==> src/rtl/i2c_target.sv <==
// rtl/i2c_target.sv - I2C target that ACKs a 7-bit address and moves bytes to/from a byte interface
//
// Ports:
//   clock      system clock, at least 10x the SCL rate
//   Reset      asynchronous, active-high
//   SCL        bus clock from the pad (never driven here)
//   SDAIn      bus data from the pad
//   SDAOutLow  1 pulls SDA low; 0 releases the open-drain pad
//   RxData     last received write byte
//   RxValid    one-cycle pulse when RxData is new
//   TxData     byte to send on a read
//   TxRequest  one-cycle pulse asking the provider for the next TxData
//   Busy       high from START to STOP
//   AddrMatch  high while the current transaction addresses this target
//
// Build option: define I2C_TARGET_READ_EN to support read transactions.
// Without it, a read address is NACKed and TxRequest is tied 0.

module i2c_target #(
    parameter logic [6:0] ADDRESS     = 7'h48,
    parameter int         SYNC_STAGES = 2
) (
    input  logic       clock,
    input  logic       Reset,
    input  logic       SCL,
    input  logic       SDAIn,
    output logic       SDAOutLow,
    output logic [7:0] RxData,
    output logic       RxValid,
    input  logic [7:0] TxData,
    output logic       TxRequest,
    output logic       Busy,
    output logic       AddrMatch
);

`ifdef I2C_TARGET_READ_EN
    localparam bit READ_OK = 1'b1;
`else
    localparam bit READ_OK = 1'b0;
`endif

    typedef enum logic [2:0] {
        IDLE,
        ADDR,
        ADDR_ACK,
        RX_BYTE,
        RX_ACK,
        TX_BYTE,
        TX_ACK,
        IGNORE
    } state_t;

    // Synchronisers reset to 1 so an idle bus never looks like START/STOP.
    logic [SYNC_STAGES-1:0] scl_sync;
    logic [SYNC_STAGES-1:0] sda_sync;
    logic                   scl_prev;
    logic                   sda_prev;
    logic                   scl_s;
    logic                   sda_s;

    always_ff @(posedge clock or posedge Reset) begin
        if (Reset) begin
            scl_sync <= '1;
            sda_sync <= '1;
            scl_prev <= 1'b1;
            sda_prev <= 1'b1;
        end else begin
            scl_sync <= {scl_sync[SYNC_STAGES-2:0], SCL};
            sda_sync <= {sda_sync[SYNC_STAGES-2:0], SDAIn};
            scl_prev <= scl_sync[SYNC_STAGES-1];
            sda_prev <= sda_sync[SYNC_STAGES-1];
        end
    end

    assign scl_s = scl_sync[SYNC_STAGES-1];
    assign sda_s = sda_sync[SYNC_STAGES-1];

    logic scl_rise;
    logic scl_fall;
    logic start_det;
    logic stop_det;

    assign scl_rise  = scl_s & ~scl_prev;
    assign scl_fall  = ~scl_s & scl_prev;
    // SCL must be high in both samples so an SDA change near an SCL edge is not misread.
    assign start_det = scl_s & scl_prev & ~sda_s & sda_prev;
    assign stop_det  = scl_s & scl_prev & sda_s & ~sda_prev;

    state_t     state, state_next;
    logic [3:0] bit_cnt, bit_cnt_next;
    logic [7:0] shift, shift_next;
    logic [7:0] rx_data, rx_data_next;
    logic       rx_valid, rx_valid_next;
    logic       sda_low, sda_low_next;
    logic       addr_match, addr_match_next;
    logic       addr_ok;

    assign addr_ok = (shift[7:1] == ADDRESS) && (shift[7:1] != 7'h00)
                     && (!shift[0] || READ_OK);

`ifdef I2C_TARGET_READ_EN
    logic       rw, rw_next;
    logic [7:0] tx_shift, tx_shift_next;
    logic       tx_req, tx_req_next;
`else
    logic       unused_tx_data;
    assign unused_tx_data = ^TxData;
`endif

    always_ff @(posedge clock or posedge Reset) begin
        if (Reset) begin
            state      <= IDLE;
            bit_cnt    <= 4'd0;
            shift      <= 8'h00;
            rx_data    <= 8'h00;
            rx_valid   <= 1'b0;
            sda_low    <= 1'b0;
            addr_match <= 1'b0;
`ifdef I2C_TARGET_READ_EN
            rw         <= 1'b0;
            tx_shift   <= 8'h00;
            tx_req     <= 1'b0;
`endif
        end else begin
            state      <= state_next;
            bit_cnt    <= bit_cnt_next;
            shift      <= shift_next;
            rx_data    <= rx_data_next;
            rx_valid   <= rx_valid_next;
            sda_low    <= sda_low_next;
            addr_match <= addr_match_next;
`ifdef I2C_TARGET_READ_EN
            rw         <= rw_next;
            tx_shift   <= tx_shift_next;
            tx_req     <= tx_req_next;
`endif
        end
    end

    always_comb begin
        state_next      = state;
        bit_cnt_next    = bit_cnt;
        shift_next      = shift;
        rx_data_next    = rx_data;
        rx_valid_next   = 1'b0;
        sda_low_next    = sda_low;
        addr_match_next = addr_match;
`ifdef I2C_TARGET_READ_EN
        rw_next         = rw;
        tx_shift_next   = tx_shift;
        tx_req_next     = 1'b0;
`endif
        // Bus conditions take priority over any bit sampled in the same cycle.
        if (start_det) begin
            state_next      = ADDR;
            bit_cnt_next    = 4'd0;
            sda_low_next    = 1'b0;
            addr_match_next = 1'b0;
        end else if (stop_det) begin
            state_next      = IDLE;
            bit_cnt_next    = 4'd0;
            sda_low_next    = 1'b0;
            addr_match_next = 1'b0;
        end else begin
            case (state)
                ADDR: begin
                    if (scl_rise && bit_cnt != 4'd8) begin
                        shift_next   = {shift[6:0], sda_s};
                        bit_cnt_next = bit_cnt + 4'd1;
                    end else if (scl_fall && bit_cnt == 4'd8) begin
                        bit_cnt_next = 4'd0;
                        if (addr_ok) begin
                            state_next      = ADDR_ACK;
                            sda_low_next    = 1'b1;
                            addr_match_next = 1'b1;
`ifdef I2C_TARGET_READ_EN
                            rw_next         = shift[0];
`endif
                        end else begin
                            state_next = IGNORE;
                        end
                    end
                end
                ADDR_ACK: begin
                    // Entered on a fall; the next fall ends the ACK clock.
`ifdef I2C_TARGET_READ_EN
                    if (scl_rise && rw) begin
                        tx_req_next = 1'b1;
                    end else if (scl_fall) begin
                        if (rw) begin
                            state_next    = TX_BYTE;
                            tx_shift_next = TxData;
                            sda_low_next  = ~TxData[7];
                        end else begin
                            state_next    = RX_BYTE;
                            sda_low_next  = 1'b0;
                        end
                    end
`else
                    if (scl_fall) begin
                        state_next   = RX_BYTE;
                        sda_low_next = 1'b0;
                    end
`endif
                end
                RX_BYTE: begin
                    if (scl_rise && bit_cnt != 4'd8) begin
                        shift_next   = {shift[6:0], sda_s};
                        bit_cnt_next = bit_cnt + 4'd1;
                        if (bit_cnt == 4'd7) begin
                            rx_data_next  = {shift[6:0], sda_s};
                            rx_valid_next = 1'b1;
                        end
                    end else if (scl_fall && bit_cnt == 4'd8) begin
                        state_next   = RX_ACK;
                        bit_cnt_next = 4'd0;
                        sda_low_next = 1'b1;
                    end
                end
                RX_ACK: begin
                    if (scl_fall) begin
                        state_next   = RX_BYTE;
                        sda_low_next = 1'b0;
                    end
                end
`ifdef I2C_TARGET_READ_EN
                TX_BYTE: begin
                    // The initiator samples on the rise; the next bit moves to
                    // bit 7 then and is driven at the following fall.
                    if (scl_rise && bit_cnt != 4'd8) begin
                        tx_shift_next = {tx_shift[6:0], 1'b0};
                        bit_cnt_next  = bit_cnt + 4'd1;
                    end else if (scl_fall) begin
                        if (bit_cnt == 4'd8) begin
                            state_next   = TX_ACK;
                            bit_cnt_next = 4'd0;
                            sda_low_next = 1'b0;
                        end else begin
                            sda_low_next = ~tx_shift[7];
                        end
                    end
                end
                TX_ACK: begin
                    // bit_cnt=1 records that the initiator ACKed on the rise.
                    if (scl_rise) begin
                        if (sda_s) begin
                            state_next = IGNORE;
                        end else begin
                            tx_req_next  = 1'b1;
                            bit_cnt_next = 4'd1;
                        end
                    end else if (scl_fall && bit_cnt == 4'd1) begin
                        state_next    = TX_BYTE;
                        bit_cnt_next  = 4'd0;
                        tx_shift_next = TxData;
                        sda_low_next  = ~TxData[7];
                    end
                end
`endif
                default: begin
                end
            endcase
        end
    end

    assign SDAOutLow = sda_low;
    assign RxData    = rx_data;
    assign RxValid   = rx_valid;
    assign Busy      = (state != IDLE);
    assign AddrMatch = addr_match;
`ifdef I2C_TARGET_READ_EN
    assign TxRequest = tx_req;
`else
    assign TxRequest = 1'b0;
`endif

endmodule

==> config.mk <==
export PLATFORM = sky130hd
export DESIGN_NAME = i2c_target
export DESIGN_NICKNAME = d
export VERILOG_FILES = /design/src/rtl/i2c_target.sv
export SDC_FILE = /design/constraint.sdc
export NUM_CORES = 1
export LEC_CHECK = 0
export CAP_MARGIN = 10
export CORE_AREA = 2 2 54 56
export DETAILED_ROUTE_END_ITERATION = 16
export DIE_AREA = 0 0 56 58
export PLACE_DENSITY_LB_ADDON = 0.2
export SLEW_MARGIN = 20
export SYNTH_ARGS = -nofsm -noshare
export SYNTH_HDL_FRONTEND = slang
export SYNTH_SLANG_ARGS = --single-unit
==> constraint.sdc <==
create_clock -name clock -period 3.89 [get_ports clock]
set_clock_uncertainty 0.1 [all_clocks]
set_input_delay 1.167 -clock clock [delete_from_list [all_inputs] [get_ports clock]]
set_output_delay 1.167 -clock clock [all_outputs]
set_load 0.02 [all_outputs]
# After elaboration in Yosys (flattened, before gate mapping)
# Cells that the tools add are included.
# classes
add_sub_neg,1
eq_ne,15
muxes,31
bitwise_logic,13
reduce_logical,21
# ops
cell,n
$mux W3,8
$ne A4 B4 Y1 const B,6
$mux W4,5
$mux W1,16
$reduce_bool A3 Y1,5
$pmux W3 S3,1
$reduce_and A4 Y1,2
$and A1 B1 Y1,7
$eq A7 B7 Y1 const B,1
$reduce_and A7 Y1,1
$reduce_bool A7 Y1,1
$eq A3 B2 Y1 const B,2
$not A1 Y1,6
$reduce_and A6 Y1,1
$reduce_and A5 Y1,1
$reduce_bool A5 Y1,1
$add A4 B1 Y4 const B,1
$eq A4 B3 Y1 const B,1
$eq A4 B4 Y1 const B,1
$logic_and A1 B1 Y1,4
$ne A4 B1 Y1 const B,1
$reduce_bool A4 Y1,1
$reduce_or A2 Y1,2
$eq A3 B1 Y1 const B,1
5 further kinds,5
# totals
register_bits,32
inputBits,12
out_inout_bits,13

# Depth between registers and ports, before layout
# Gate-level depths: netlist (run 1).
# logic_depth
depth_word,9
mapped_depth,8
ltp_nobuf,7

# Least setup slack after synthesis (run 1)
# Ideal clock, no wire load.
# synth_timing
kind,register -> output
start,reg state[1]
end,out Busy
arrival_ps,970
path_slack_ps,1653
path_stages_with_launch,3
path_buffers,1
path_cell_list,dfrtp_1 clkbuf_1 or3_1
# synth_via
elab_chain_len,1
# synth_lines
item,line_no,rtl
start: declaration,89,"state_t state, state_next;"
start signal: assignment,125,state <= state_next;
$reduce_bool A3 Y1,269,assign Busy = (state != IDLE);
end: declaration,32,"output logic Busy,"
# Every way passes these cells.

# Worst setup path after layout (run 1)
# Ends and elaborated chain as after synthesis.

==> metrics.md, run 1 <==
| Metric | Value |
|---|---|
| Synthesized cell area | 1421 sq um |
| Largest family of logic cells by synthesized area | multiplexers |
| Synth unique cells | 38 |
| GP Congestion | 0.8120 |
| PwrDens | 583.4 nW/um^2 |
| Net count after synthesis | 127 |
| Met2 usage | 0.2773 |
| Vias in the first global route | 922 |
| Initial antenna violation count | 0 |
| CTS Buf Count | 5 |
| # DRC | 0 |
| Slew Viols, Final | 0 |
| GRT met1 Usage | 0.2270 |
| Worst setup path class | flop to output pin |
| CP Data Arrival Time | 1740 ps |
| Core Util, Final | 0.6372 |
| Critical-path top delay cell | clkdlybuf4s50_1 |
| Worst setup SP type | flop |
| Grt ovf | 0 |
| Most common cell after layout, fill and taps aside | dfrtp_1 |
| ANT nets after route | 0 |
| Clk buf depth | 2 |
| Final wirelength | 2.429 mm |
| Ports | 25 |
| Die area | 3248 sq um |
| Top cells by area, synth | dfrtp_1, mux2_2, dfstp_2 |
| Peak Freq | 332.7 MHz |
| Max_slew headroom | 0.5710 |
| Worst-margin pin slew | 640.8 ps |
| Tot GR Track Use | 0.1779 |
| Largest net degree at the start of global routing | 33 |
| CTS Hold Bufs | 0 |
| Unrepaired setup endpoints after global routing | false |
| Via count | 933 |
| DR WL/cell | 14.72 um |
| Die Span Y | 58 um |
| Nature of the critical path endpoint | output pin |
| Chip width | 56 um |
| Final nets | 147 |
| Clock sinks | 32 |
| Simple-gate share of the synthesized area | 0.1417 |
| Synth Area in Compound Gates | 0.08715 |
| Iteration-0 DRC Markers | 24 |
| Initial Util | 0.5338 |
| Post-synthesis xor/xnor area fraction | 0.01849 |
| Core box area | 2663 sq um |
| CP max FO | 8 |
| IO Port Bufs | 15 |
| Top-area cell type share of the netlist area | 0.4577 |
| DP Wirelength | 1.698 mm |
| Final TNS setup | 0 ps |
| Sequential area share after synthesis | 0.5687 |
| DR pass1 iterations | 4 |
| Worst Path Required | 2620 ps |
| Peak VDD IR | 0.4081 mV |
| Final Critical Period | 3005 ps |
| GRT Max-Usage Layer | met2 |
| Final setup viols | 0 |
| Syn Area/Cell | 12.58 sq um |
| Syn Inst Count | 113 |
| MaxCap Viol Count | 0 |
| Dominant cell type by area after synthesis | dfrtp_1 |
| Final Hold Viols | 0 |
| YS warnings | 0 |
| First-pass GRT wire length | 4.291 mm |
| M3 GR Usage | 0.06696 |
| Area added between synthesis and finish | 19.37% |
| Fin crit share | 0.7726 |
| Type of the worst min-delay path | flop to flop |
| Vias per Instance | 5.655 |
| Clock Pin Slew Worst Setup and Hold Paths | 100 ps |
| Worst skew pair latency | 330 ps |
| H-Tree Depth | 2 |
| Delay of the slowest critical-path stage | 540 ps |
| Adder-cell share of the synthesized area | 0.01761 |
| Mux cell area share after synthesis | 0.1417 |
| Layout cells sized above 1 | 0.2612 |
| Yosys reg bits | 32 |
| Row count | 19 |
| CP cell instances | or3_1, clkdlybuf4s50_1 |
| Diode count | 0 |
| FF-to-FF setup slack | 1440 ps |
| Commonest cells after routing, fill and taps aside | dfrtp_1, mux2_2, clkdlybuf4s50_1, nand2_1 |
| Setup Fix Bufs, Post-CTS | 0 |
| Status | finished clean |
| Post-CTS sizing | 0 |
| Leak | 0.7377 nW |
| CTS tree | done |
| Clk root buf | clkbuf_4 |
layer usage:
layer,share of wire,vias up
li1,-,443
met1,0.46,468
met2,0.49,20
met3,0.039,2
met4,0.0066,0
met5,0,-
registers in the layout, indices dropped and copies added, names as in the netlist:
| signal | cells |
|---|---|
| RxData | 8 |
| shift | 8 |
| bit_cnt | 4 |
| state | 3 |
| scl_sync | 2 |
| sda_sync | 2 |
| AddrMatch | 1 |
| RxValid | 1 |
| SDAOutLow | 1 |
| scl_prev | 1 |
| sda_prev | 1 |
cell type report:
class / instances / area (sq um)
clock buffer: 7 / 65.06
clock inverter: 1 / 30.03
fill: 196 / 965.9
inverter: 4 / 15.01
multi-input combinational: 74 / 581.8
sequential: 32 / 808.3
tap: 31 / 38.79
timing repair buffer: 16 / 157.7
logic make-up after synthesis:
family                     count (synthesis)
AOI/OAI and AO/OA                         17
xor gates and xnor gates                   3
adders and majority gates                  2
buffers and inverters                      7
DFF                                       32
muxes                                     18
other                                      1
and+or+nand+nor                           33
synthesized netlist by cell type:
cell type   n
o211ai_1    1
a31oi_1     3
inv_1       4
a32o_1      2
mux2i_1     1
clkbuf_1    1
and3_1      2
xor2_1      2
a211oi_2    1
nor4_1      1
dfrtp_1    26
nor4b_4     1
ha_1        2
a32oi_1     1
mux2_2     16
and3b_1     1
nand2_1     8
o221a_2     1
nor4bb_1    1
mux2_1      1
nand3_1     2
nand4b_1    2
xnor2_1     1
nor3_1      1
conb_1      1
buf_2       1
nor2_4      1
a21oi_1     2
o31ai_1     1
or3_1       2
dfstp_2     6
nand2b_1    2
o21ai_0     4
nor2b_1     1
buf_4       1
a211oi_1    1
and2_1      2
nor2_1      6
worst paths after layout:
path	to	start	cells past startpoint
max in group asynchronous	sda_prev	Reset	3
worst max-delay path	Busy	state[1]	2
min in group asynchronous	state[0]	Reset	3
worst max register to register	RxData[4]	bit_cnt[0]	7
worst min-delay path	scl_sync[1]	scl_sync[0]	0
worst min register to register	scl_sync[1]	scl_sync[0]	0
worst max-delay path: cells and delay by family, from the launching register on:
family,cells,cell delay (ps)
buf+inv,1,540
simple gates,1,390
flops,1,480
power breakdown:
part	leakage [nW]	total (mW)	internal, mW	switching, mW
Sequential	0.400	0.474	0.403	0.0714
Clock	0.0515	0.282	0.171	0.111
Combinational	0.286	0.234	0.119	0.115
Total	0.738	0.990	0.692	0.298
through the flow:
step | hold WS [ps] | worst slack, ps | cells | cell area [sq um] | power, mW
after floorplan | 245.2 | 1653 | 113 | 1421 | 0.6492
final | 262.2 | 884.7 | 165 | 1697 | 0.9899
after CTS | 263.0 | 869.0 | 165 | 1697 | 0.9984
after detailed placement | 248.8 | 1245 | 157 | 1602 | 0.7147
after global routing | 270.6 | 826.4 | 165 | 1697 | 1.050
after global placement | 247.4 | 1254 | 157 | 1602 | 0.7046
(Power assumes the default switching activity.)
==> inputs of run 2 (changes only) <==
--- a/config.mk
+++ b/config.mk
@@ -6,9 +6,9 @@
 export NUM_CORES = 1
 export LEC_CHECK = 0
 export CAP_MARGIN = 10
-export CORE_AREA = 2 2 54 56
+export CORE_AREA = 2 2 59 61
 export DETAILED_ROUTE_END_ITERATION = 16
-export DIE_AREA = 0 0 56 58
+export DIE_AREA = 0 0 61 63
 export PLACE_DENSITY_LB_ADDON = 0.2
 export SLEW_MARGIN = 20
 export SYNTH_ARGS = -nofsm -noshare
==> constraint.sdc (replaced) <==
create_clock -name clock -period 2.46 [get_ports clock]
set_clock_uncertainty 0.1 [all_clocks]
set_input_delay 0.738 -clock clock [delete_from_list [all_inputs] [get_ports clock]]
set_output_delay 0.738 -clock clock [all_outputs]
set_load 0.02 [all_outputs]
==> metrics.md, run 2 (same netlist as run 1, synthesis figures left out) <==
| Metric | Value |
|---|---|
| Peak Freq | 427.4 MHz |
| Unrepaired setup endpoints after global routing | false |
| Largest net degree at the start of global routing | 33 |
| Worst setup SP type | flop |
| Vias per Instance | 5.022 |
| Iteration-0 DRC Markers | 49 |
| Setup Fix Bufs, Post-CTS | 0 |
| PwrDens | 910.1 nW/um^2 |
| Final Critical Period | 2340 ps |
| Final nets | 149 |
| Core box area | 3232 sq um |
| Fill cells | 287 |
| Slew Viols, Final | 0 |
| Nature of the critical path endpoint | output pin |
| Fin crit share | 0.9511 |
| Peak VDD IR | 0.4622 mV |
| Grt ovf | 0 |
| Diode count | 0 |
| Row count | 21 |
| CTS tree | done |
| Via count | 914 |
| GP Congestion | 0.8420 |
| Clock sinks | 32 |
| Chip width | 61 um |
| Worst skew pair latency | 320 ps |
| First-pass GRT wire length | 4.326 mm |
| Final TNS setup | 0 ps |
| Initial Util | 0.4398 |
| H-Tree Depth | 2 |
| Clock Pin Slew Worst Setup and Hold Paths | 100 ps |
| CTS Buf Count | 5 |
| Area added between synthesis and finish | 21.66% |
| Tot GR Track Use | 0.1510 |
| Die area | 3843 sq um |
| Commonest cells after routing, fill and taps aside | dfrtp_1, mux2_2, clkdlybuf4s50_1, nand2_1 |
| CP Data Arrival Time | 1500 ps |
| Final wirelength | 2.394 mm |
| Initial antenna violation count | 0 |
| Worst setup path class | flop to output pin |
| Vias in the first global route | 972 |
| Type of the worst min-delay path | flop to flop |
| Ports | 25 |
| Most common cell after layout, fill and taps aside | dfrtp_1 |
| ANT nets after route | 0 |
| DR pass1 iterations | 4 |
| Status | finished clean |
| Final Hold Viols | 0 |
| Die Span Y | 63 um |
| MaxCap Viol Count | 0 |
| Worst Path Required | 1620 ps |
| DP Wirelength | 1.756 mm |
| Post-CTS sizing | 1 |
| Worst slack at placement | 190.0 ps |
| CTS Hold Bufs | 0 |
| Clk root buf | clkbuf_4 |
| Layout cells sized above 1 | 0.2721 |
| DR WL/cell | 13.15 um |
| Post-Place Cells | 174 |
| Fin cells | 182 |
| CP max FO | 8 |
| IO Port Bufs | 15 |
| Final worst slack | 120.2 ps |
| Clk buf depth | 2 |
| Leak | 0.7460 nW |
| Final setup viols | 0 |
| # DRC | 0 |
-- run 2: path summary, 6_finish.rpt --
path                                   from     endpoint  slack, ps  cells after the start
worst max-delay path               state[1]         Busy        120                      2
worst min-delay path            sda_sync[0]  sda_sync[1]        260                      0
worst max register to register   bit_cnt[0]    SDAOutLow        180                      7
worst min register to register  sda_sync[0]  sda_sync[1]        260                      0
max in group asynchronous             Reset  scl_sync[1]       1230                      3
min in group asynchronous             Reset    RxData[5]        690                      3
-- run 2: stage by stage --
step	total power, mW	hold slack [ps]	utilization	cell area (sq um)
finish	1.574	259.5	0.5350	1729
CTS	1.594	261.3	0.5350	1729
global route	1.678	263.8	0.5350	1729
detailed placement	1.151	248.2	0.5060	1635
global placement	1.131	247.6	0.5060	1635
floorplan	1.027	245.2	-	1421
-- run 2: layout make-up --
class	instances	area, sq um	share of cell area
Tap cell	46	57.56	0.03329
Timing Repair Buffer	18	171.4	0.09913
Clock buffer	7	65.06	0.03763
Sequential cell	32	808.3	0.4674
Multi-Input combinational cell	74	581.8	0.3365
Inverter	4	15.01	0.008683
Clock inverter	1	30.03	0.01737
-- run 2: worst max-delay path, cell delays in order, from the launching register on --
cell           delay, ps
dfrtp_1              470
or3_1                390
dlygate4sd2_1        320
-- run 2: where the power goes --
part / internal [mW] / switching, mW / leakage, nW
logic: 0.197 / 0.187 / 0.294
registers: 0.637 / 0.112 / 0.400
clock network: 0.270 / 0.171 / 0.0515
total: 1.10 / 0.470 / 0.746
-- run 2: per-layer routing --
layer	track usage	share of wire	up-vias
met4	0.07065	0.010	0
li1	-	-	451
met5	0	0	-
met1	0.1935	0.45	449
met2	0.2312	0.50	12
met3	0.04348	0.030	2
